==> src/rtl/status_register_bank.sv <==
// Bank of software-accessible status registers with sticky hardware event bits,
// a per-bit read-only mask and a single tagged request/response port.
module status_register_bank #(
  parameter int unsigned WORD_WIDTH = 12,
  parameter int unsigned ADDR_WIDTH = 3,
  parameter int unsigned TAG_WIDTH  = 1,
  localparam int unsigned NUM_REGS  = 2 ** ADDR_WIDTH,
  parameter logic [NUM_REGS*WORD_WIDTH-1:0] RO_MASK = '0
) (
  input  logic                           clk,
  input  logic                           srst,
  input  logic [TAG_WIDTH-1:0]           i_tag,
  input  logic [ADDR_WIDTH-1:0]          i_addr,
  input  logic [WORD_WIDTH-1:0]          i_data,
  input  logic [1:0]                     i_op,
  input  logic                           i_valid,
  input  logic                           i_halt,
  input  logic [NUM_REGS*WORD_WIDTH-1:0] i_hw_set,
  output logic [TAG_WIDTH-1:0]           o_tag,
  output logic [WORD_WIDTH-1:0]          o_data,
  output logic [1:0]                     o_op,
  output logic                           o_valid,
  output logic                           o_freeze_inputs
);

  localparam logic [1:0] OpRead  = 2'b00;
  localparam logic [1:0] OpWrite = 2'b01;
  localparam logic [1:0] OpSet   = 2'b10;
  localparam logic [1:0] OpClear = 2'b11;

  localparam logic [NUM_REGS-1:0][WORD_WIDTH-1:0] RoMask = RO_MASK;

  logic [NUM_REGS-1:0][WORD_WIDTH-1:0] regs_q, regs_d;
  logic [NUM_REGS-1:0][WORD_WIDTH-1:0] hw_set;
  logic                                accept;

  assign hw_set          = i_hw_set;
  assign accept          = i_valid & ~i_halt;
  assign o_freeze_inputs = i_halt;

  always_comb begin
    logic [WORD_WIDTH-1:0] sw_next;
    logic [WORD_WIDTH-1:0] wmask;
    regs_d  = regs_q;
    sw_next = '0;
    wmask   = '0;
    for (int r = 0; r < NUM_REGS; r++) begin
      sw_next = regs_q[r];
      wmask   = ~RoMask[r];
      if (accept && (i_addr == ADDR_WIDTH'(r))) begin
        case (i_op)
          OpRead:  sw_next = regs_q[r];
          OpWrite: sw_next = (regs_q[r] & ~wmask) | (i_data & wmask);
          OpSet:   sw_next = regs_q[r] | (i_data & wmask);
          OpClear: sw_next = regs_q[r] & ~(i_data & wmask);
          default: sw_next = regs_q[r];
        endcase
      end
      // Hardware events are ORed last so a same-cycle software clear never loses one.
      regs_d[r] = sw_next | hw_set[r];
    end
  end

  always_ff @(posedge clk) begin
    if (srst) begin
      regs_q  <= '0;
      o_tag   <= '0;
      o_data  <= '0;
      o_op    <= '0;
      o_valid <= 1'b0;
    end else begin
      regs_q <= regs_d;
      if (!i_halt) begin
        o_valid <= accept;
        if (accept) begin
          o_tag  <= i_tag;
          o_data <= regs_q[i_addr];
          o_op   <= i_op;
        end
      end
    end
  end

endmodule

==> config.mk <==
export PLATFORM = sky130hd
export DESIGN_NAME = status_register_bank
export DESIGN_NICKNAME = d
export VERILOG_FILES = /design/src/rtl/status_register_bank.sv
export SDC_FILE = /design/constraint.sdc
export NUM_CORES = 1
export LEC_CHECK = 0
export ABC_CLOCK_PERIOD_IN_PS = 3230
export BUFFER_PORTS_ARGS = -buffer_cell sky130_fd_sc_hd__buf_4
export CORE_ASPECT_RATIO = 1.25
export CORE_MARGIN = 2
export CORE_UTILIZATION = 35
export CTS_CLUSTER_SIZE = 10
export DETAILED_ROUTE_END_ITERATION = 12
export PLACE_DENSITY_LB_ADDON = 0.1
export SYNTH_ARGS = -nofsm -noshare
export SYNTH_HDL_FRONTEND = slang
export SYNTH_SLANG_ARGS = --single-unit
==> constraint.sdc <==
create_clock -name clk -period 3.23 [get_ports clk]
set_input_delay 0.4845 -clock clk [delete_from_list [all_inputs] [get_ports clk]]
set_output_delay 0.4845 -clock clk [all_outputs]
set_load 0.05 [all_outputs]
Yosys cells after proc, flatten, opt, wreduce, memory -nomap -nowiden
Index checks and enable logic that the tools add are counted.

word-level totals
  logic and storage cells = 79
  flip-flop bits (word level) = 112
  output and inout port bits = 17

operators by class
  equal/unequal tests = 10
  order comparisons = 1
  muxes and demuxes = 18
  bitwise gates (word level) = 27
  reduce and logical (&&, ||, !) cells = 11

operator list
  kind                  number
  $pmux W12 S4          8
  $or A12 B12 Y12       16
  $mux W12              9
  $and A12 B12 Y12      8
  $bmux W12 S3          1
  $eq A3 B3 Y1 const B  4
  $not A12 Y12          1
  $logic_and A1 B1 Y1   8
  $eq A3 B2 Y1 const B  2
  $eq A2 B2 Y1 const B  2
  $lt A3 B4 Y1 const B  1
  $eq A3 B1 Y1 const B  1
  $logic_not A3 Y1      1
  $eq A2 B1 Y1 const B  1
  $logic_not A2 Y1      1
  $reduce_and A2 Y1     1
  $and A1 B1 Y1         1
  $not A1 Y1            1

Longest topological paths before layout
Gate-level depths: netlist of run 1.

  depth in word-level cells = 5
  mapped depth = 6

Worst setup path after synthesis of run 1
OpenSTA, ideal clock, no wires.

  kind = in2reg
  start point = input port i_addr[0]
  end point = register o_data[4]
  path slack = 1616 ps
  required time = 3113 ps
  arrival time = 1497 ps
  buffers on the path = 2
  stages = 5
  path through = buf_4 buf_6 mux4_2 o22ai_1 nor2_1

between the ends
  longest elaborated chain between the ends = 2

RTL lines
  element                         RTL line  RTL
  start, declared                 13        input logic [ADDR_WIDTH-1:0] i_addr,
  $bmux W12 S3                    77        o_data <= regs_q[i_addr];
  $mux W12 (not written as such)  77
  end signal, assigned            77
  end, declared                   20        output logic [WORD_WIDTH-1:0] o_data,

Every way passes these cells. The select of a mux whose other input is x is not followed.
A chain may end at the register's enable or synchronous reset.

Final worst setup path of run 1
  start point = input port i_op[0]
  end point = register regs_q[88] in the netlist's numbering

between the ends
  longest elaborated chain between the ends = 4
  elaborated cells on any way between the ends = 7
  those cells by class = eq/ne (3); mux (2); bitwise (1); reduce/logical (1)

RTL lines
  element                                     RTL line  RTL
  start, declared                             15        input logic [1:0] i_op,
  $eq A2 B2 Y1, or another cell as far along  51        case (i_op)
  $pmux W12 S4 (*)                            51
  $mux W12 (*)                                50        if (accept && (i_addr == ADDR_WIDTH'(r))) begin
  $or A12 B12 Y12 (*)                         60        regs_d[r] = sw_next | hw_set[r];
  end signal, assigned                        72        regs_q <= regs_d;
  end, declared                               33        logic [NUM_REGS-1:0][WORD_WIDTH-1:0] regs_q, regs_d;

Mark *: on every way between the ends. The rest lies on a longest branch, timed or not.

==> results by group, run 1 <==
Global route
  • All-Layer GR Usage: 0.255
  • Pin count of the biggest net entering global routing: 65
  • Grt total ovfl: 0
  • First-pass GRT wire length: around 35000 um
  • Initial antenna violation count: 0
  • Vias in the first global route: 6103

Yosys
  • Synth area leader: dfxtp_1
  • Syn Nets: 790
  • Ys async rst share: 0
  • Register area share after synthesis: 0.368
  • Flop and latch count out of synthesis: 112
  • Top_reg_cell synth: dfxtp_1
  • Most frequent cell after synthesis: dfxtp_1
  • Mean Syn Cell Area: 9.06 um2
  • Post-synthesis instance total: around 670
  • EDFF count, synth: 0
  • Netlist cell types: 25
  • Synth Cell Area: approximately 6000 um2
  • Ys Warns: 0
  • Area contributors post-synth: dfxtp_1 (37%), a221o_1 (16%), nor2b_1 (11%)
  • Post-synth top cells: dfxtp_1 (112), nor2b_1 (110), o21ai_0 (105)
  • Post-synth top area share: 0.368

Power
  • Part of the power in the clock network: 0.325
  • Psw: roughly 1 mW
  • Sequential share of power: 0.464
  • Power Dens Cells: 460 nW/um2
  • Worst VDD drop: around 0.00024 V
  • Internal cell power: around 2.5 mW
  • Sw frac: 0.284
  • Final Total Pwr: between 3 and 4 mW
  • Leakage: approximately 2.8 nW
  • Comb power frac: 0.211

Floorplan
  • DIE AREA: between 15000 and 20000 um2
  • Row count: between 50 and 60
  • DIE WIDTH: between 100 and 150 um
  • I/O pin count: roughly 140
  • Total core area: 16900 um2
  • Starting density of the core: 0.360
  • Die Y-Extent: between 150 and 200 um

STA
  • Slew Viols, Final: 0
  • Slew @ Worst Pin: about 1.3 ns
  • Final Skew: approximately 0.0035 ns
  • RSZ-0062 raised after global routing: no
  • Tmin final: roughly 2.4 ns
  • Worst slew margin: 0.130
  • Final setup fails: 0
  • Share of the clock period used by the worst path: 0.733
  • Setup TNS: 0 ns
  • Fmax: approximately 420 MHz
  • Final hold vios: 0

Setup path
  • Top delay family on crit path: simple AND/OR/NAND/NOR gates
  • Crit path cell chain: buf_4 -> nor2b_1 -> nand2_1 -> a21oi_1 -> a221o_1
  • CP Buf/Inv Count: 1
  • CP peak stage delay: approximately 1.1 ns
  • CP arrival: around 2.7 ns
  • CP Max Fanout: 15
  • Crit path capture type: register
  • Critical Path Start Type: input port
  • Worst path slowest cell: nor2b_1
  • WS Path Type: in -> reg
  • Worst Path Required: 3.54 ns

Flow run
  • Max-cap violation count: 0

Outcome
  • Outcome: finished, final reports clean

Clock network
  • CTS hold repair buffers: 0
  • Post-CTS setup buffers: 0
  • Number of H-tree levels: 3
  • Clk buf depth: 2
  • Clk root buf: clkbuf_16
  • Clock buffer count from CTS: 9
  • Post-CTS sizing: 0
  • Clock Sinks: 112
  • Clk Latency, worst-skew pair: approximately 0.36 ns
  • Clk pin slew, worst setup/hold paths: around 0.070 ns
  • CTS tree: done

Route
  • DR WL/cell: around 23 um
  • ANT nets after route: 0
  • Pre-antenna DRT Iters: 5
  • Vias per inst: around 6.2
  • Initial DRC count: between 600 and 700
  • Routed WL: ~23000 um
  • DR vias: between 6000 and 7000
  • Residual DRC: 0

Worst hold path
  • Hold crit path type: in -> reg

Finish
  • Filler instances: roughly 1700
  • Antenna diode count: 0
  • Area Growth Syn to Fin: 23.6%
  • Share of cells above drive strength 1: 0.246
  • Nets: about 900

Placement
  • HPWL after DPL: around 15000 um
  • I/O Buffers: between 100 and 150
  • Placer Congestion: about 0.86
[final cells by class]
cell class                      instances  area, um2  area share
Clock buffer                           13        240      0.0319
Clock inverter                          3       42.5     0.00565
Inverter                                2       7.51    0.000998
Multi-Input combinational cell        507       3600       0.478
Sequential cell                       112       2240       0.298
Tap cell                              220        275      0.0366
Timing Repair Buffer                  149       1120       0.149
[through the flow]
stage          cell area (um2)  utilization  hold slack, ns  cells  setup slack, ns
2_1_floorplan             6090            -           0.464    672             1.62
3_5_place_dp              7240        0.428           0.482    990            0.604
3_3_place_gp              7240        0.428           0.473    990            0.709
6_report                  7520        0.445           0.341   1006            0.862
5_1_grt                   7520        0.445           0.336   1006            0.861
4_1_cts                   7520        0.445           0.330   1006            0.978
[worst register-to-register path, cell delays in order, from the launching register on]
cell	delay [ns]
dfxtp_1	0.32
mux4_2	0.49
o22ai_1	0.30
nor2_1	0.08
[metal layers]
layer,up-vias,share of wire,GRT usage
li1,2820,-,-
met1,3029,0.41,0.324
met2,297,0.49,0.419
met3,60,0.069,0.0385
met4,0,0.037,0.128
met5,-,0,0
[registers in the layout (all words and copies together) (netlist names)]
| signal | flops |
|---|---|
| o_tag | 1 |
| o_valid | 1 |
| o_data | 12 |
| regs_q | 96 |
| o_op | 2 |
[power groups by stage]
stage                     combinational (mW)  clock, mW  sequential (mW)
after floorplan                        0.407          0             1.65
after global placement                 0.714          0             1.63
after CTS                              0.728       1.15             1.60
after detailed placement               0.725          0             1.63
final                                  0.730       1.13             1.61
after global routing                   0.781       1.20             1.62
[cell families after synthesis]
kind of cell | count (synthesis) | synth area share
buf+inv | 53 | 0.0411
mux | 27 | 0.0937
flops | 112 | 0.368
simple gates | 158 | 0.150
compound gates | 322 | 0.347
[cells in the final DEF, fill, tap and decap left out]
master      Yosys  layout
a221o_1        96      96
nor2b_1       110     109
clkbuf_16       0       9
o21ai_0       105     105
inv_1           1       1
nor2b_2         0       1
nand3_1         2       2
a31oi_1         2       2
and3b_1         2       2
a21oi_1       103     103
clkinv_2        0       1
buf_4           4     149
clkbuf_1       23       4
nor2_2          2       2
o22ai_1        12      12
mux2i_1         3       3
o21ai_1         3       3
bufinv_16       0       1
nor3_2          1       1
mux4_2         24      24
o21ai_2         1       1
nor2_1         17      17
nand2b_1        1       1
inv_2           1       1
nand2_1        21      21
nor3b_2         2       2
clkinvlp_4      0       1
dfxtp_1       112     112
[path summary, 6_finish.rpt]
kind                               from                endpoint  slack [ns]  depth (start not counted)
hold reg to reg   regs_q[26]$_SDFF_PP0_   regs_q[26]$_SDFF_PP0_        0.50                          1
setup / recovery                i_op[0]   regs_q[88]$_SDFF_PP0_        0.86                          5
hold / removal              i_hw_set[3]    regs_q[3]$_SDFF_PP0_        0.34                          2
setup reg to reg  regs_q[87]$_SDFF_PP0_  o_data[3]$_SDFFE_PP0P_        1.93                          3
No activity file was read; power rests on OpenSTA's default activity.
==> run 2: changes to the inputs <==
--- a/config.mk
+++ b/config.mk
@@ -5,7 +5,7 @@
 export SDC_FILE = /design/constraint.sdc
 export NUM_CORES = 1
 export LEC_CHECK = 0
-export ABC_CLOCK_PERIOD_IN_PS = 3230
+export ABC_CLOCK_PERIOD_IN_PS = 1910
 export BUFFER_PORTS_ARGS = -buffer_cell sky130_fd_sc_hd__buf_4
 export CORE_ASPECT_RATIO = 1.25
 export CORE_MARGIN = 2
==> constraint.sdc (replaced) <==
create_clock -name clk -period 1.91 [get_ports clk]
set_input_delay 0.2865 -clock clk [delete_from_list [all_inputs] [get_ports clk]]
set_output_delay 0.2865 -clock clk [all_outputs]
set_load 0.05 [all_outputs]
==> results by group, run 2 (synthesized netlist as in run 1, its figures left out) <==
Outcome
  • Outcome: finished, final reports clean

Finish
  • Area of the multi-input gates: approximately 3600 um2
  • Max reg flops: 96
  • Layout Cells excl Fill: 1036
  • Reg area: ~2200 um2
  • Design area: between 7000 and 8000 um2
  • Nets: just over 900
  • Filler instances: approximately 1700
  • Top reg by flops: regs_q
  • Biggest registers after layout: regs_q: 96 flops, o_data: 12 flops, o_op: 2 flops
  • Most common cell after layout, fill and taps aside: buf_4
  • Antenna diode count: 0
  • Share of cells above drive strength 1: 0.276
  • Area Growth Syn to Fin: 28.0%
  • Most frequent cells in the layout: buf_4 (177), dfxtp_1 (112), nor2b_1 (109), o21ai_0 (105), a21oi_1 (103)

Clock network
  • Clk Latency, worst-skew pair: about 0.37 ns
  • Clk buf depth: 2
  • Post-CTS setup buffers: 0
  • Clock buffer count from CTS: 9
  • CTS tree: done
  • Post-CTS sizing: 0
  • Clock Sinks: 112
  • Clk root buf: clkbuf_16
  • CTS hold repair buffers: 0
  • Number of H-tree levels: 3
  • Clk pin slew, worst setup/hold paths: 0.08 ns

Setup path
  • CP Buf/Inv Count: 3
  • Crit path capture type: register
  • Worst path slowest cell: a21oi_1
  • Critical Path Start Type: input port
  • R2R Setup Slk: ~0.62 ns
  • CP arrival: around 1.9 ns
  • Crit path cell chain: buf_4 -> buf_4 -> o21ai_2 -> nor2_2 -> a21oi_1 -> buf_4 -> a221o_1
  • CP Max Fanout: 14
  • CP peak stage delay: around 0.56 ns
  • Top delay family on crit path: compound AO/OA/AOI/OAI gates
  • WS Path Type: in -> reg
  • Worst Path Required: between 2 and 2.5 ns
  • Most used cell, CP: buf_4

STA
  • Slew @ Worst Pin: 0.769 ns
  • Share of the clock period used by the worst path: 0.831
  • Worst slew margin: 0.486
  • Final hold vios: 0
  • Setup TNS: 0 ns
  • Slew Viols, Final: 0
  • Final setup fails: 0
  • Final worst slack: between 0.3 and 0.4 ns
  • Final Skew: between 0.008 and 0.009 ns
  • RSZ-0062 raised after global routing: no
  • Fmax: about 630 MHz
  • Tmin final: approximately 1.6 ns

Global route
  • Pin count of the biggest net entering global routing: 66
  • Vias in the first global route: about 6000
  • Initial antenna violation count: 0
  • All-Layer GR Usage: 0.260
  • First-pass GRT wire length: 36000 um
  • Grt total ovfl: 0

Route
  • Residual DRC: 0
  • DR vias: 6318
  • Initial DRC count: 681
  • Routed WL: approximately 24000 um
  • Pre-antenna DRT Iters: 5
  • Vias per inst: a little over 6
  • ANT nets after route: 0
  • DR WL/cell: about 23 um

Placement
  • Placed cell area: 7490 um2
  • Placer Congestion: slightly below 0.9
  • Placed Cells: around 1000
  • HPWL after DPL: around 16000 um
  • Pre-CTS setup slack: -0.0160 ns
  • I/O Buffers: about 130

Flow run
  • Max-cap violation count: 0

Power
  • Leakage: 3.00 nW
  • Final Total Pwr: around 6.0 mW
  • Power Dens Cells: ~770 nW/um2
  • Worst VDD drop: ~0.00043 V

Floorplan
  • I/O pin count: between 100 and 150
  • Row count: between 50 and 60
  • DIE AREA: 18500 um2
  • DIE WIDTH: around 120 um
  • Starting density of the core: 0.360
  • Die Y-Extent: ~150 um
  • Total core area: 16900 um2

Worst hold path
  • Hold crit path type: in -> reg
-- run 2: final timing paths --
path                       endpoint  cells after the start                  start
max           regs_q[80]$_SDFF_PP0_                      7                i_op[0]
min           regs_q[71]$_SDFF_PP0_                      2           i_hw_set[71]
max reg2reg  o_data[3]$_SDFFE_PP0P_                      3  regs_q[63]$_SDFF_PP0_
min reg2reg    o_op[0]$_SDFFE_PP0P_                      2   o_op[0]$_SDFFE_PP0P_
-- run 2: metrics by stage --
stage,utilization,hold WS [ns]
6_report,0.461,0.134
4_1_cts,0.461,0.134
3_3_place_gp,0.443,0.471
2_1_floorplan,-,0.426
3_5_place_dp,0.443,0.485
5_1_grt,0.461,0.137
-- run 2: power by group --
| group | switching [mW] | internal (mW) | leakage (nW) | total [mW] |
|---|---|---|---|---|
| combinational | 0.632 | 0.645 | 1.91 | 1.28 |
| sequential | 0.166 | 2.56 | 0.940 | 2.73 |
| clock | 0.901 | 1.09 | 0.150 | 1.99 |
| total | 1.70 | 4.29 | 3.00 | 5.99 |
-- run 2: final cells by class --
class / instances / area share
clock buffers: 13 / 0.0334
repair buffers: 179 / 0.176
well taps: 220 / 0.0353
flip-flops and latches: 112 / 0.288
inverters: 2 / 0.000963
multi-input cells: 507 / 0.462
clock inverters: 3 / 0.00514
-- run 2: layer usage --
metal / track usage / share of wire
met5: 0 / 0
met4: 0.113 / 0.033
met3: 0.0412 / 0.077
met2: 0.420 / 0.48
met1: 0.343 / 0.41
==> run 3: changes to the inputs <==
--- a/config.mk
+++ b/config.mk
@@ -5,7 +5,7 @@
 export SDC_FILE = /design/constraint.sdc
 export NUM_CORES = 1
 export LEC_CHECK = 0
-export ABC_CLOCK_PERIOD_IN_PS = 1910
+export ABC_CLOCK_PERIOD_IN_PS = 1460
 export BUFFER_PORTS_ARGS = -buffer_cell sky130_fd_sc_hd__buf_4
 export CORE_ASPECT_RATIO = 1.25
 export CORE_MARGIN = 2
==> constraint.sdc (replaced) <==
create_clock -name clk -period 1.46 [get_ports clk]
set_input_delay 0.219 -clock clk [delete_from_list [all_inputs] [get_ports clk]]
set_output_delay 0.219 -clock clk [all_outputs]
set_load 0.05 [all_outputs]
==> results by group, run 3 (synthesized netlist as in run 1, its figures left out) <==
Global route
  • Initial antenna violation count: 0
  • First-pass GRT wire length: 36000 um
  • All-Layer GR Usage: 0.258
  • Pin count of the biggest net entering global routing: 49
  • Grt total ovfl: 0
  • Vias in the first global route: roughly 6400

Finish
  • Share of cells above drive strength 1: 0.311
  • Area Growth Syn to Fin: 34.1%
  • Most common cell after layout, fill and taps aside: buf_4
  • Most frequent cells in the layout: buf_4 (212), dfxtp_1 (112), nor2b_1 (109), o21ai_0 (105), a21oi_1 (103)
  • Max reg flops: between 90 and 100
  • Nets: between 900 and 1000
  • Biggest registers after layout: regs_q: 96 flops, o_data: 12 flops, o_op: 2 flops
  • Top reg by flops: regs_q
  • Filler instances: 1644
  • Antenna diode count: 0
  • Design area: between 8000 and 9000 um2

Placement
  • I/O Buffers: between 100 and 150
  • HPWL after DPL: between 15000 and 20000 um
  • Placer Congestion: 0.859
  • Placed cell area: between 7000 and 8000 um2
  • Pre-CTS setup slack: -0.0190 ns

Power
  • Power Dens Cells: ~1000 nW/um2
  • Leakage: ~3.2 nW
  • Worst VDD drop: roughly 0.0007 V

Flow run
  • Max-cap violation count: 0

Route
  • Pre-antenna DRT Iters: 5
  • ANT nets after route: 0
  • Routed WL: 23800 um
  • Vias per inst: about 6.0
  • DR WL/cell: roughly 22 um
  • Initial DRC count: between 600 and 700
  • DR vias: 6420
  • Residual DRC: 0

STA
  • Fmax: approximately 830 MHz
  • Final worst slack: 0.260 ns
  • Tmin final: between 1 and 1.5 ns
  • Final hold vios: 0
  • Slew @ Worst Pin: between 0.4 and 0.5 ns
  • RSZ-0062 raised after global routing: no
  • Share of the clock period used by the worst path: 0.822
  • Slew Viols, Final: 0
  • Final Skew: ~0.0048 ns
  • Final setup fails: 0
  • Worst slew margin: 0.679

Setup path
  • Crit path capture type: primary output
  • Worst path slowest cell: dfxtp_1
  • Critical Path Start Type: register
  • Top delay family on crit path: flip-flops
  • CP arrival: 0.98 ns
  • CP Buf/Inv Count: 1
  • Worst Path Required: approximately 1.2 ns
  • CP Max Fanout: 2
  • WS Path Type: reg -> out
  • Crit path cell chain: buf_4
  • CP peak stage delay: approximately 0.40 ns

Clock network
  • CTS tree: done
  • Clock buffer count from CTS: 9
  • CTS hold repair buffers: 0
  • Clk Latency, worst-skew pair: between 0.3 and 0.4 ns
  • Post-CTS sizing: 0
  • Clk pin slew, worst setup/hold paths: around 0.08 ns
  • Post-CTS setup buffers: 0
  • Number of H-tree levels: 3
  • Clock Sinks: around 110
  • Clk buf depth: 2
  • Clk root buf: clkbuf_16

Floorplan
  • I/O pin count: between 100 and 150
  • Total core area: 16900 um2
  • DIE AREA: around 18000 um2
  • DIE WIDTH: roughly 120 um
  • Row count: 53
  • Starting density of the core: 0.360
  • Die Y-Extent: around 150 um

Worst hold path
  • Hold crit path type: in -> reg

Outcome
  • Outcome: finished, final reports clean
## run 3: final cells by class
type                            count  area [um2]  share of cell area
Sequential cell                   112        2240               0.275
Clock inverter                      4        53.8             0.00659
Clock buffer                       11         253              0.0310
Inverter                            2        7.51            0.000920
Timing Repair Buffer              219        1730               0.212
Tap cell                          220         275              0.0337
Multi-Input combinational cell    507        3600               0.441
## run 3: routing by layer
| metal | part of all wire | global-route usage |
|---|---|---|
| met4 | 0.036 | 0.116 |
| met5 | 0 | 0 |
| met2 | 0.48 | 0.423 |
| met3 | 0.067 | 0.0419 |
| met1 | 0.42 | 0.333 |
## run 3: per-stage QoR
step           TNS (ns)  hold WS (ns)  std cells   util  power (mW)
2_1_floorplan         0         0.358        672      -        4.55
3_3_place_gp    -0.0280         0.443       1060  0.465        5.33
3_5_place_dp    -0.0190         0.446       1060  0.465        5.36
4_1_cts               0        0.0731       1075  0.483        7.96
5_1_grt               0        0.0784       1075  0.483        8.25
6_report              0        0.0843       1075  0.483        7.93
## run 3: worst paths after layout
check	cells after the start	endpoint	slack, ns	from
worst max-delay path	1	o_data[3]	0.26	o_data[3]$_SDFFE_PP0P_
worst min-delay path	2	regs_q[50]$_SDFF_PP0_	0.08	i_hw_set[50]
worst max register to register	3	o_data[11]$_SDFFE_PP0P_	0.26	regs_q[47]$_SDFF_PP0_
worst min register to register	1	regs_q[48]$_SDFF_PP0_	0.50	regs_q[48]$_SDFF_PP0_
## run 3: power by group
part | internal, mW | switching [mW] | total, mW
combinational | 0.923 | 0.823 | 1.75
sequential | 3.35 | 0.224 | 3.57
clock | 1.42 | 1.19 | 2.61
